File: config.mk
export PLATFORM = sky130hd
export DESIGN_NAME = mpy_const_seq
export DESIGN_NICKNAME = d
export VERILOG_FILES = /design/src/rtl/mpy_const_seq.sv
export SDC_FILE = /design/constraint.sdc
export NUM_CORES = 1
export LEC_CHECK = 0
export BUFFER_PORTS_ARGS = -buffer_cell sky130_fd_sc_hd__buf_2
export CELL_PAD_IN_SITES_DETAIL_PLACEMENT = 0
export CELL_PAD_IN_SITES_GLOBAL_PLACEMENT = 1
export CORE_ASPECT_RATIO = 1.2
export CORE_MARGIN = 2
export CORE_UTILIZATION = 46
export DETAILED_ROUTE_END_ITERATION = 10
export GPL_TIMING_DRIVEN = 0
export PLACE_DENSITY_LB_ADDON = 0.1
export SLEW_MARGIN = 5
export SYNTH_ARGS = -nofsm -noshare
export SYNTH_HDL_FRONTEND = slang
export SYNTH_SLANG_ARGS = --single-unit
File: constraint.sdc
create_clock -name clk -period 6.2 [get_ports clk]
set_input_delay 0.93 -clock clk [delete_from_list [all_inputs] [get_ports clk]]
set_output_delay 0.93 -clock clk [all_outputs]
set_load 0.01 [all_outputs]
File: src/rtl/mpy_const_seq.sv
// rtl/mpy_const_seq.sv - sequential shift-add multiply of a signed operand by a constant
// Ports:
//   clk   - clock, all state updates on the rising edge
//   rst   - synchronous active-high reset
//   start - request a multiply of a, accepted only in IDLE
//   a     - signed multiplicand, captured on the accepted start edge
//   busy  - high while the operation is in RUN or DONE
//   done  - one-cycle pulse marking y valid
//   y     - signed product a*K, held until the next operation completes
module mpy_const_seq #(
   parameter int          W  = 8,
   parameter int          KW = 4,
   parameter int unsigned K  = 10
) (
   input  logic                   clk,
   input  logic                   rst,
   input  logic                   start,
   input  logic signed [W-1:0]    a,
   output logic                   busy,
   output logic                   done,
   output logic signed [W+KW-1:0] y
);

   localparam int            PW     = W + KW;
   localparam int            CW     = (KW > 1) ? $clog2(KW) : 1;
   localparam logic [KW-1:0] K_BITS = KW'(K);
   localparam logic [CW-1:0] I_LAST = CW'(KW - 1);

   typedef enum logic [1:0] {
      IDLE = 2'd0,
      RUN  = 2'd1,
      DONE = 2'd2
   } state_t;

   state_t               state;
   state_t               state_next;
   logic signed [W-1:0]  a_reg;
   logic signed [PW-1:0] acc;
   logic [CW-1:0]        i;

   logic signed [PW-1:0] a_ext;
   logic signed [PW-1:0] addend;
   logic signed [PW-1:0] acc_sum;

   // State register
   always_ff @(posedge clk) begin
      if (rst) begin
         state <= IDLE;
      end else begin
         state <= state_next;
      end
   end

   // Next-state logic; every constant bit costs one RUN cycle, zero or not,
   // so the latency never depends on a or K.
   always_comb begin
      state_next = state;
      case (state)
         IDLE:    if (start) state_next = RUN;
         RUN:     if (i == I_LAST) state_next = DONE;
         DONE:    state_next = IDLE;
         default: state_next = IDLE;
      endcase
   end

   // Output logic
   always_comb begin
      busy = (state != IDLE);
      done = (state == DONE);
   end

   // Partial product for bit i: the operand is sign-extended to the full
   // product width first so shifted negative values stay exact.
   always_comb begin
      a_ext   = {{KW{a_reg[W-1]}}, a_reg};
      addend  = K_BITS[i] ? (a_ext <<< i) : '0;
      acc_sum = acc + addend;
   end

   // Datapath; y is written only on the edge that leaves RUN, so it stays
   // stable between completions.
   always_ff @(posedge clk) begin
      if (rst) begin
         a_reg <= '0;
         acc   <= '0;
         i     <= '0;
         y     <= '0;
      end else begin
         case (state)
            IDLE: begin
               if (start) begin
                  a_reg <= a;
                  acc   <= '0;
                  i     <= '0;
               end
            end
            RUN: begin
               acc <= acc_sum;
               i   <= i + CW'(1);
               if (i == I_LAST) begin
                  y <= acc_sum;
               end
            end
            default: ;
         endcase
      end
   end

endmodule

* After elaboration in Yosys (flattened, before gate mapping) *
Index checks and enable logic that the tools add are counted.

cells by class
  add/subtract/negate cells = 2
  magnitude comparators = 1
  equality and inequality tests = 5
  shifts and indexed selects = 1
  mux-type cells = 10
  reductions and logical operators = 7

operator list
  operator               number
  $mux W12               2
  $pmux W12 S2           1
  $add A12 B12 Y12       1
  $sshl A12 B2 Y12       1
  $pmux W2 S2            2
  $reduce_and A2 Y1      4
  $mux W2                3
  $eq A2 B2 Y1 const B   2
  $ne A2 B2 Y1 const B   2
  $reduce_bool A2 Y1     2
  $lt A2 B3 Y1 const B   1
  $add A2 B1 Y2 const B  1
  $bmux W1 S2            1
  $eq A2 B1 Y1 const B   1
  $logic_not A2 Y1       1
  $mux W1                1

word-level totals
  register bits = 36
  bits of input ports = 11
  word-level logic and storage cells = 31

* Longest topological paths before layout *
Gate-level depths: netlist of the first run.

  word-level depth = 5
  gate-level depth with buffers = 11

* Least setup slack after synthesis of the first run *
Ideal clock, no wire load.

  path type = register -> register
  start point = register i[1]
  end point = register acc[8]
  data arrival time = 2.437 ns
  required time = 6.083 ns
  path slack = 3.647 ns
  cell stages (with the launch flop) = 10
  cells stage by stage = dfxtp_1 > clkbuf_1 > and3b_1 > fa_1 > a21o_1 > a211oi_1 > o21bai_1 > a31oi_1 > xnor2_1 > a22o_1

between the ends
  longest elaborated chain between the ends = 5

ends and longest elaborated chain
  element                        line  text
  from (decl)                    39    logic [CW-1:0] i;
  from (signal assigned)         99    i <= i + CW'(1);
  $bmux W1 S2                    76    addend = K_BITS[i] ? (a_ext <<< i) : '0;
  $mux W1 (not written as such)  76
  $mux W12 (*)                   76
  $add A12 B12 Y12 (*)           77    acc_sum = acc + addend;
  $pmux W12 S2 (*)               89    case (state)
  to (signal assigned)           98    acc <= acc_sum;
  to (decl)                      38    logic signed [PW-1:0] acc;

Every way passes the cells marked *; elsewhere a longest branch is shown, timed or not. The select of a mux whose other input is x is not followed.
A chain may end at the register's enable or synchronous reset.

* Worst setup path after layout of the first run *
Ends and elaborated chain as after synthesis.

==> flow_summary.toml, run 1 <==
[sta]
hold_viol = 0
finClkSkew_ns = 0.00325
relSlewSlack = 0.582
fmax_mhz = 339
period_share = 0.475
fin_ws_ns = 3.25
grt_setup_unrepaired = "no"
fin_crit_ns = 2.95
finalSetupViolCount = 0
maxSlewViolCount = 0
tns_ns = 0
worst_pin_slew_ns = 0.622

[yosys]
synth_edf_count = 0
ys_types = 42
yosys_warnings = 0
yosysSeqAreaShare = 0.363
synthCells = 240
syn_area_mm2 = 0.00199
synth_flop_cell = "dfxtp_1"
ys_ff_latch = 36
async_flop_share = 0
avgSynthCellArea_um2 = 8.27
syn_nets = 264

[clock_network]
clk_pin_slew_ns = 0.07
cts_setup_buffers = 0
cts_num_sinks = 36
clock_latency_ns = 0.29
cts-buffers-inserted = 5
cts-resized-gates = 0
clockBufferDepth = 2
tritoncts = "built"
cts_hold_buf = 0
cts_root_buf = "clkbuf_8"
h-tree-depth = 2

[placement]
place_congestion = 0.904
placedInstanceArea_mm2 = 0.00218
port-buffer-count = 24
dp_slack_ns = 3.24
hpwl_mm = 3.46

[power]
p_int_uw = 341
power_frac_seq = 0.522
cellPowerDensity_mw_per_mm2 = 203
combPwrFrac = 0.095
power.switching_uw = 120
clock_power_share = 0.383
total_power_uw = 461
p_leak_nw = 0.975
p_sw_frac = 0.261
vdd_drop_max_mv = 0.157

[detailed_routing]
drt-total-wl_mm = 4.60
wire_per_inst_um = 14.0
antenna_left = 0
dr.pass1.iters = 4
drt_iter0_markers = 68
dr_total_vias = 1710
drc_errors = 0
viasPerCell = 5.21

[cells_and_area]
final_common_cell = "nand2_1"
diodes = 0
drive_above_1_share = 0.140
syn_to_final_growth_pct = 14.2
final_cell_mix = "nand2_1, dfxtp_1, a21oi_1"
num-nets-final = 295
n_fill_cell = 435
utilization = 0.541
fin_area_mm2 = 0.00227

[floorplanning]
io_pins = 25
dieArea_mm2 = 0.00486
die_y_um = 76.0
core-area_mm2 = 0.00420
rows = 26
die_w_um = 64.0
start_util = 0.473

[critical_path]
crit_type = "reg2reg"
start_kind = "flip-flop"
crit_required_ns = 6.39
cp-end-kind = "flip-flop"
path_max_fanout = 10
arrival_ns = 3.14

[grt]
grt_first_pass_wirelength_mm = 8.06
gr-usage-all-layers = 0.211
grt_pass1_vias = 1710
antenna_found_initial = 0
grt_max_degree = 12
overflow = 0

[job]
maxCapViolations = 0

[hold_path]
hp-class = "reg2reg"

[status]
status = "completed"
[layout make-up]
class | count | area, µm² | share of cell area
repair buffers | 24 | 120 | 0.0530
well taps | 56 | 70.1 | 0.0309
inverters | 3 | 11.3 | 0.00496
plain buffers | 13 | 48.8 | 0.0215
clock inverters | 2 | 10.0 | 0.00441
multi-input cells | 188 | 1200 | 0.531
flip-flops and latches | 36 | 721 | 0.318
clock buffers | 6 | 82.6 | 0.0364
[logic make-up (layout without fill, tap and decap cells)]
logic type	count (synthesis)	count (layout)	synth area share
multiplexers	6	6	0.0302
XOR/XNOR	9	9	0.0466
adder cells (fa/ha/maj)	13	13	0.0857
buffers and inverters	16	48	0.0302
AO/OA/AOI/OAI	59	59	0.204
other	1	1	0.00189
AND/OR/NAND/NOR	100	100	0.239
flip-flops	36	36	0.363
[power by group through the flow]
stage	Sequential (mW)	Combinational (mW)	Clock, mW
2_1_floorplan	0.245	0.0300	0
3_3_place_gp	0.246	0.0435	0
3_5_place_dp	0.246	0.0436	0
4_1_cts	0.241	0.0438	0.179
5_1_grt	0.241	0.0498	0.190
6_report	0.241	0.0438	0.177
[routing by layer]
| layer | global-route usage | wire length [µm] | vias up |
|---|---|---|---|
| met4 | 0.0739 | 91 | 0 |
| met1 | 0.275 | 2190 | 767 |
| met5 | 0 | 0 | - |
| met2 | 0.343 | 2130 | 32 |
| met3 | 0.0458 | 188 | 9 |
| li1 | - | - | 902 |
[critical path, cell delays in order (launching register included)]
cell and delay, ns:
dfxtp_1 0.37, clkbuf_1 0.40, and3b_1 0.28, fa_1 0.43, a21o_1 0.18, a211oi_1 0.37
o21bai_1 0.16, a31oi_1 0.34, xnor2_1 0.11, a22o_1 0.20
[worst paths after layout]
check	start	end	slack, ns	cells after the start
min reg2reg	y[5]	y[5]	0.45	2
max	i[1]	acc[8]	3.25	9
max reg2reg	i[1]	acc[8]	3.25	9
min	y[5]	y[5]	0.45	2
[through the flow]
| stage | hold WS [ns] | std cells |
|---|---|---|
| floorplan | 0.445 | 240 |
| global placement | 0.440 | 320 |
| detailed placement | 0.443 | 320 |
| CTS | 0.453 | 328 |
| global route | 0.466 | 328 |
| finish | 0.453 | 328 |
[cells in the mapped netlist (2+ instances only)]
library cell / n / share of area
ha_1: 12 / 0.076
a2111o_1: 2 / 0.011
o21ai_0: 3 / 0.0076
mux2i_1: 6 / 0.030
a22o_1: 2 / 0.0088
a21oi_1: 29 / 0.073
nor2b_1: 8 / 0.025
a21oi_2: 2 / 0.0088
a211oi_1: 2 / 0.0076
nand2_1: 48 / 0.091
clkbuf_1: 12 / 0.023
nor2_1: 12 / 0.023
a21boi_0: 3 / 0.011
inv_1: 3 / 0.0057
nand4b_1: 2 / 0.0088
a31oi_1: 2 / 0.0063
xnor2_1: 6 / 0.026
nand3_1: 12 / 0.030
o211ai_1: 4 / 0.015
nand2b_1: 4 / 0.013
dfxtp_1: 36 / 0.36
nand3b_1: 3 / 0.011
xor2_1: 2 / 0.0088
nor3_1: 3 / 0.0076
a21o_1: 4 / 0.015
and3b_1: 2 / 0.0088
(Power assumes the default switching activity.)
==> run 2: changes to the inputs <==
--- a/config.mk
+++ b/config.mk
@@ -10,7 +10,7 @@
 export CELL_PAD_IN_SITES_GLOBAL_PLACEMENT = 1
 export CORE_ASPECT_RATIO = 1.2
 export CORE_MARGIN = 2
-export CORE_UTILIZATION = 46
+export CORE_UTILIZATION = 43
 export DETAILED_ROUTE_END_ITERATION = 10
 export GPL_TIMING_DRIVEN = 0
 export PLACE_DENSITY_LB_ADDON = 0.1
==> constraint.sdc (replaced) <==
create_clock -name clk -period 3.1 [get_ports clk]
set_input_delay 0.465 -clock clk [delete_from_list [all_inputs] [get_ports clk]]
set_output_delay 0.465 -clock clk [all_outputs]
set_load 0.01 [all_outputs]
==> flow_summary.toml, run 2 (synthesis results as in run 1) <==
[status]
status = "completed"

[sta]
finClkSkew_ns = 0.00497
worst_hold_slack_ns = 0.393
grt_setup_unrepaired = "no"
fin_crit_ns = 2.84
hold_viol = 0
relSlewSlack = 0.615
period_share = 0.915
fmax_mhz = 353
finalSetupViolCount = 0
maxSlewViolCount = 0
tns_ns = 0
worst_pin_slew_ns = 0.574

[floorplanning]
die_w_um = 66.0
die_y_um = 78.4
rows = 27
dieArea_mm2 = 0.00518
start_util = 0.439
io_pins = 25
core-area_mm2 = 0.00453

[clock_network]
tritoncts = "built"
cts_root_buf = "clkbuf_8"
clk_pin_slew_ns = 0.08
cts_setup_buffers = 0
cts_num_sinks = 36
cts-resized-gates = 0
cts-buffers-inserted = 5
cts_hold_buf = 0
clockBufferDepth = 2
h-tree-depth = 2
clock_latency_ns = 0.30

[detailed_routing]
dr.pass1.iters = 4
drc_errors = 0
viasPerCell = 5.22
drt_iter0_markers = 38
drt-total-wl_mm = 4.64
antenna_left = 0
wire_per_inst_um = 14.1
dr_total_vias = 1724

[job]
maxCapViolations = 0

[grt]
grt_first_pass_wirelength_mm = 7.59
overflow = 0
grt_max_degree = 13
grt_pass1_vias = 1581
gr-usage-all-layers = 0.193
antenna_found_initial = 0

[cells_and_area]
multi_input_area_mm2 = 0.00120
fin_area_mm2 = 0.00229
n_fill_cell = 452
syn_to_final_growth_pct = 15.4
register_area_um2 = 721
final_cell_mix = "nand2_1, dfxtp_1, a21oi_1"
diodes = 0
final_common_cell = "nand2_1"
num-nets-final = 295
utilization = 0.506
drive_above_1_share = 0.143

[power]
vdd_drop_max_mv = 0.237
cellPowerDensity_mw_per_mm2 = 433
total_power_uw = 991
p_leak_nw = 0.982

[critical_path]
crit_required_ns = 3.29
path_max_fanout = 10
crit_type = "reg2reg"
cp-end-kind = "flip-flop"
start_kind = "flip-flop"
arrival_ns = 3.03

[placement]
place_congestion = 0.864
port-buffer-count = 24
placedInstanceArea_mm2 = 0.00218
hpwl_mm = 3.46

[hold_path]
hp-class = "in2reg"
==> run 2: layout make-up <==
cell class | instances | share of cell area
Buffer | 13 | 0.0218
Clock inverter | 3 | 0.0186
Inverter | 3 | 0.00492
Sequential cell | 36 | 0.315
Clock buffer | 5 | 0.0300
Multi-Input combinational cell | 188 | 0.526
Tap cell | 58 | 0.0317
Timing Repair Buffer | 24 | 0.0524
==> run 2: worst max-delay path, stage by stage (launching register included) <==
cell and delay [ns]:
dfxtp_1 0.37, clkbuf_2 0.26, and3b_1 0.25, fa_1 0.43, a21o_1 0.18, a211oi_1 0.38
o21bai_1 0.19, a31oi_1 0.36, xnor2_1 0.11, a22o_1 0.20
==> run 2: metal layers <==
| layer | track usage | part of all wire |
|---|---|---|
| met5 | 0 | 0 |
| met4 | 0.0673 | 0.016 |
| met3 | 0.0444 | 0.051 |
| met2 | 0.312 | 0.47 |
| met1 | 0.249 | 0.46 |
==> run 2: through the flow <==
stage / cells / worst slack, ns
floorplan: 240 / 0.547
global placement: 322 / 0.0990
detailed placement: 322 / 0.0987
CTS: 330 / 0.0646
global route: 330 / 0.0997
finish: 330 / 0.264
==> run 2: where the power goes <==
part / switching, mW / internal [mW] / total [mW]
combinational: 0.0568 / 0.0312 / 0.0880
sequential: 0.00812 / 0.473 / 0.481
clock: 0.184 / 0.238 / 0.422
total: 0.249 / 0.742 / 0.991
==> run 2: worst paths after layout <==
| path | start | endpoint | slack [ns] | cells past startpoint |
|---|---|---|---|---|
| max | i[1] | acc[8] | 0.26 | 9 |
| min | a[0] | a_reg[0] | 0.39 | 3 |
| min reg2reg | y[4] | y[4] | 0.45 | 2 |
| max reg2reg | i[1] | acc[8] | 0.26 | 9 |
==> run 3: changes to the inputs <==
--- a/config.mk
+++ b/config.mk
@@ -5,13 +5,13 @@
 export SDC_FILE = /design/constraint.sdc
 export NUM_CORES = 1
 export LEC_CHECK = 0
-export BUFFER_PORTS_ARGS = -buffer_cell sky130_fd_sc_hd__buf_2
 export CELL_PAD_IN_SITES_DETAIL_PLACEMENT = 0
 export CELL_PAD_IN_SITES_GLOBAL_PLACEMENT = 1
 export CORE_ASPECT_RATIO = 1.2
 export CORE_MARGIN = 2
-export CORE_UTILIZATION = 43
+export CORE_UTILIZATION = 47
 export DETAILED_ROUTE_END_ITERATION = 10
+export DONT_BUFFER_PORTS = 1
 export GPL_TIMING_DRIVEN = 0
 export PLACE_DENSITY_LB_ADDON = 0.1
 export SLEW_MARGIN = 5
==> flow_summary.toml, run 3 (synthesis results as in run 1) <==
[status]
status = "completed"

[critical_path]
ff2ff_setup_slack_ns = 0.29
path_max_fanout = 10
crit_required_ns = 3.29
cp-end-kind = "flip-flop"
crit_type = "reg2reg"
r2r_cells = 9
start_kind = "flip-flop"
arrival_ns = 2.99

[sta]
period_share = 0.905
grt_setup_unrepaired = "no"
worst_hold_slack_ns = 0.300
fmax_mhz = 356
fin_crit_ns = 2.81
maxSlewViolCount = 0
finClkSkew_ns = 0.00528
finalSetupViolCount = 0
tns_ns = 0
worst_pin_slew_ns = 0.601
relSlewSlack = 0.596
hold_viol = 0

[clock_network]
h-tree-depth = 2
cts_hold_buf = 0
cts-buffers-inserted = 5
clock_latency_ns = 0.29
tritoncts = "built"
cts_root_buf = "clkbuf_8"
clk_pin_slew_ns = 0.07
cts_num_sinks = 36
clockBufferDepth = 2

[power]
cellPowerDensity_mw_per_mm2 = 516
p_leak_nw = 0.889
vdd_drop_max_mv = 0.310

[floorplanning]
core-area_mm2 = 0.00400
die_y_um = 75.2
dieArea_mm2 = 0.00476
rows = 25
die_w_um = 63.3
io_pins = 25
start_util = 0.496

[cells_and_area]
final_cell_mix = "nand2_1, dfxtp_1, a21oi_1"
final_common_cell = "nand2_1"
diodes = 0
num-nets-final = 271
drive_above_1_share = 0.0605
syn_to_final_growth_pct = 11.5

[detailed_routing]
drc_errors = 0
wire_per_inst_um = 14.8
dr_total_vias = 1636
drt-total-wl_mm = 4.46
drt_iter0_markers = 69
viasPerCell = 5.42
antenna_left = 0
dr.pass1.iters = 4

[grt]
grt_first_pass_wirelength_mm = 7.45
gr-usage-all-layers = 0.204
overflow = 0
grt_pass1_vias = 1553
grt_max_degree = 13
antenna_found_initial = 0

[hold_path]
hp-class = "in2reg"
hold_depth = 2

[placement]
port-buffer-count = 0
hpwl_mm = 3.43
place_congestion = 0.879

[job]
maxCapViolations = 0
[run 3: report_power, final]
part           internal (mW)  switching, mW  total (mW)
logic                 0.0260         0.0529      0.0790
clock network          0.403          0.178       0.581
registers              0.473        0.00834       0.481
total                  0.902          0.240        1.14
[run 3: metrics by stage]
stage          total power [mW]   util  std cells  cell area (µm²)  setup WS [ns]
3_3_place_gp              0.572  0.513        294             2050          0.129
3_5_place_dp              0.572  0.513        294             2050          0.125
6_report                   1.14  0.553        302             2210          0.293
5_1_grt                    1.18  0.553        302             2210          0.158
4_1_cts                    1.15  0.553        302             2210          0.116
2_1_floorplan             0.550      -        240             1990          0.547
[run 3: path summary, 6_finish.rpt]
kind | to | start
hold reg to reg | a_reg[0] | a_reg[0]
setup reg to reg | acc[8] | i[1]
hold / removal | a_reg[5] | a[5]
setup / recovery | acc[8] | i[1]
[run 3: cell type report]
class | count | area, µm²
Inverter | 3 | 11.3
Tap cell | 54 | 67.6
Clock inverter | 3 | 90.1
Multi-Input combinational cell | 188 | 1200
Buffer | 13 | 50.0
Sequential cell | 36 | 721
Fill cell | 429 | 1790
Clock buffer | 5 | 68.8
[run 3: routing by layer]
layer  global-route usage  wire length [µm]  up-vias
met4               0.0652                57        0
met1                0.263              2140      749
met5                    0                 0        -
met3               0.0523               212        5
li1                     -                 -      848
met2                0.338              2050       34
[run 3: critical path, stage by stage (launching register included)]
cell and delay [ns]:
dfxtp_1 0.38, clkbuf_2 0.25, and3b_1 0.25, fa_1 0.44, a21o_1 0.19, a211oi_1 0.37
o21bai_1 0.17, a31oi_1 0.35, xnor2_1 0.10, a22o_1 0.20
[run 3: repair_timing]
action | 4_1_cts | 5_1_grt
resized for setup | 0 | 2
setup buffers | 0 | 0
setup endpoints to repair | 0 | 2
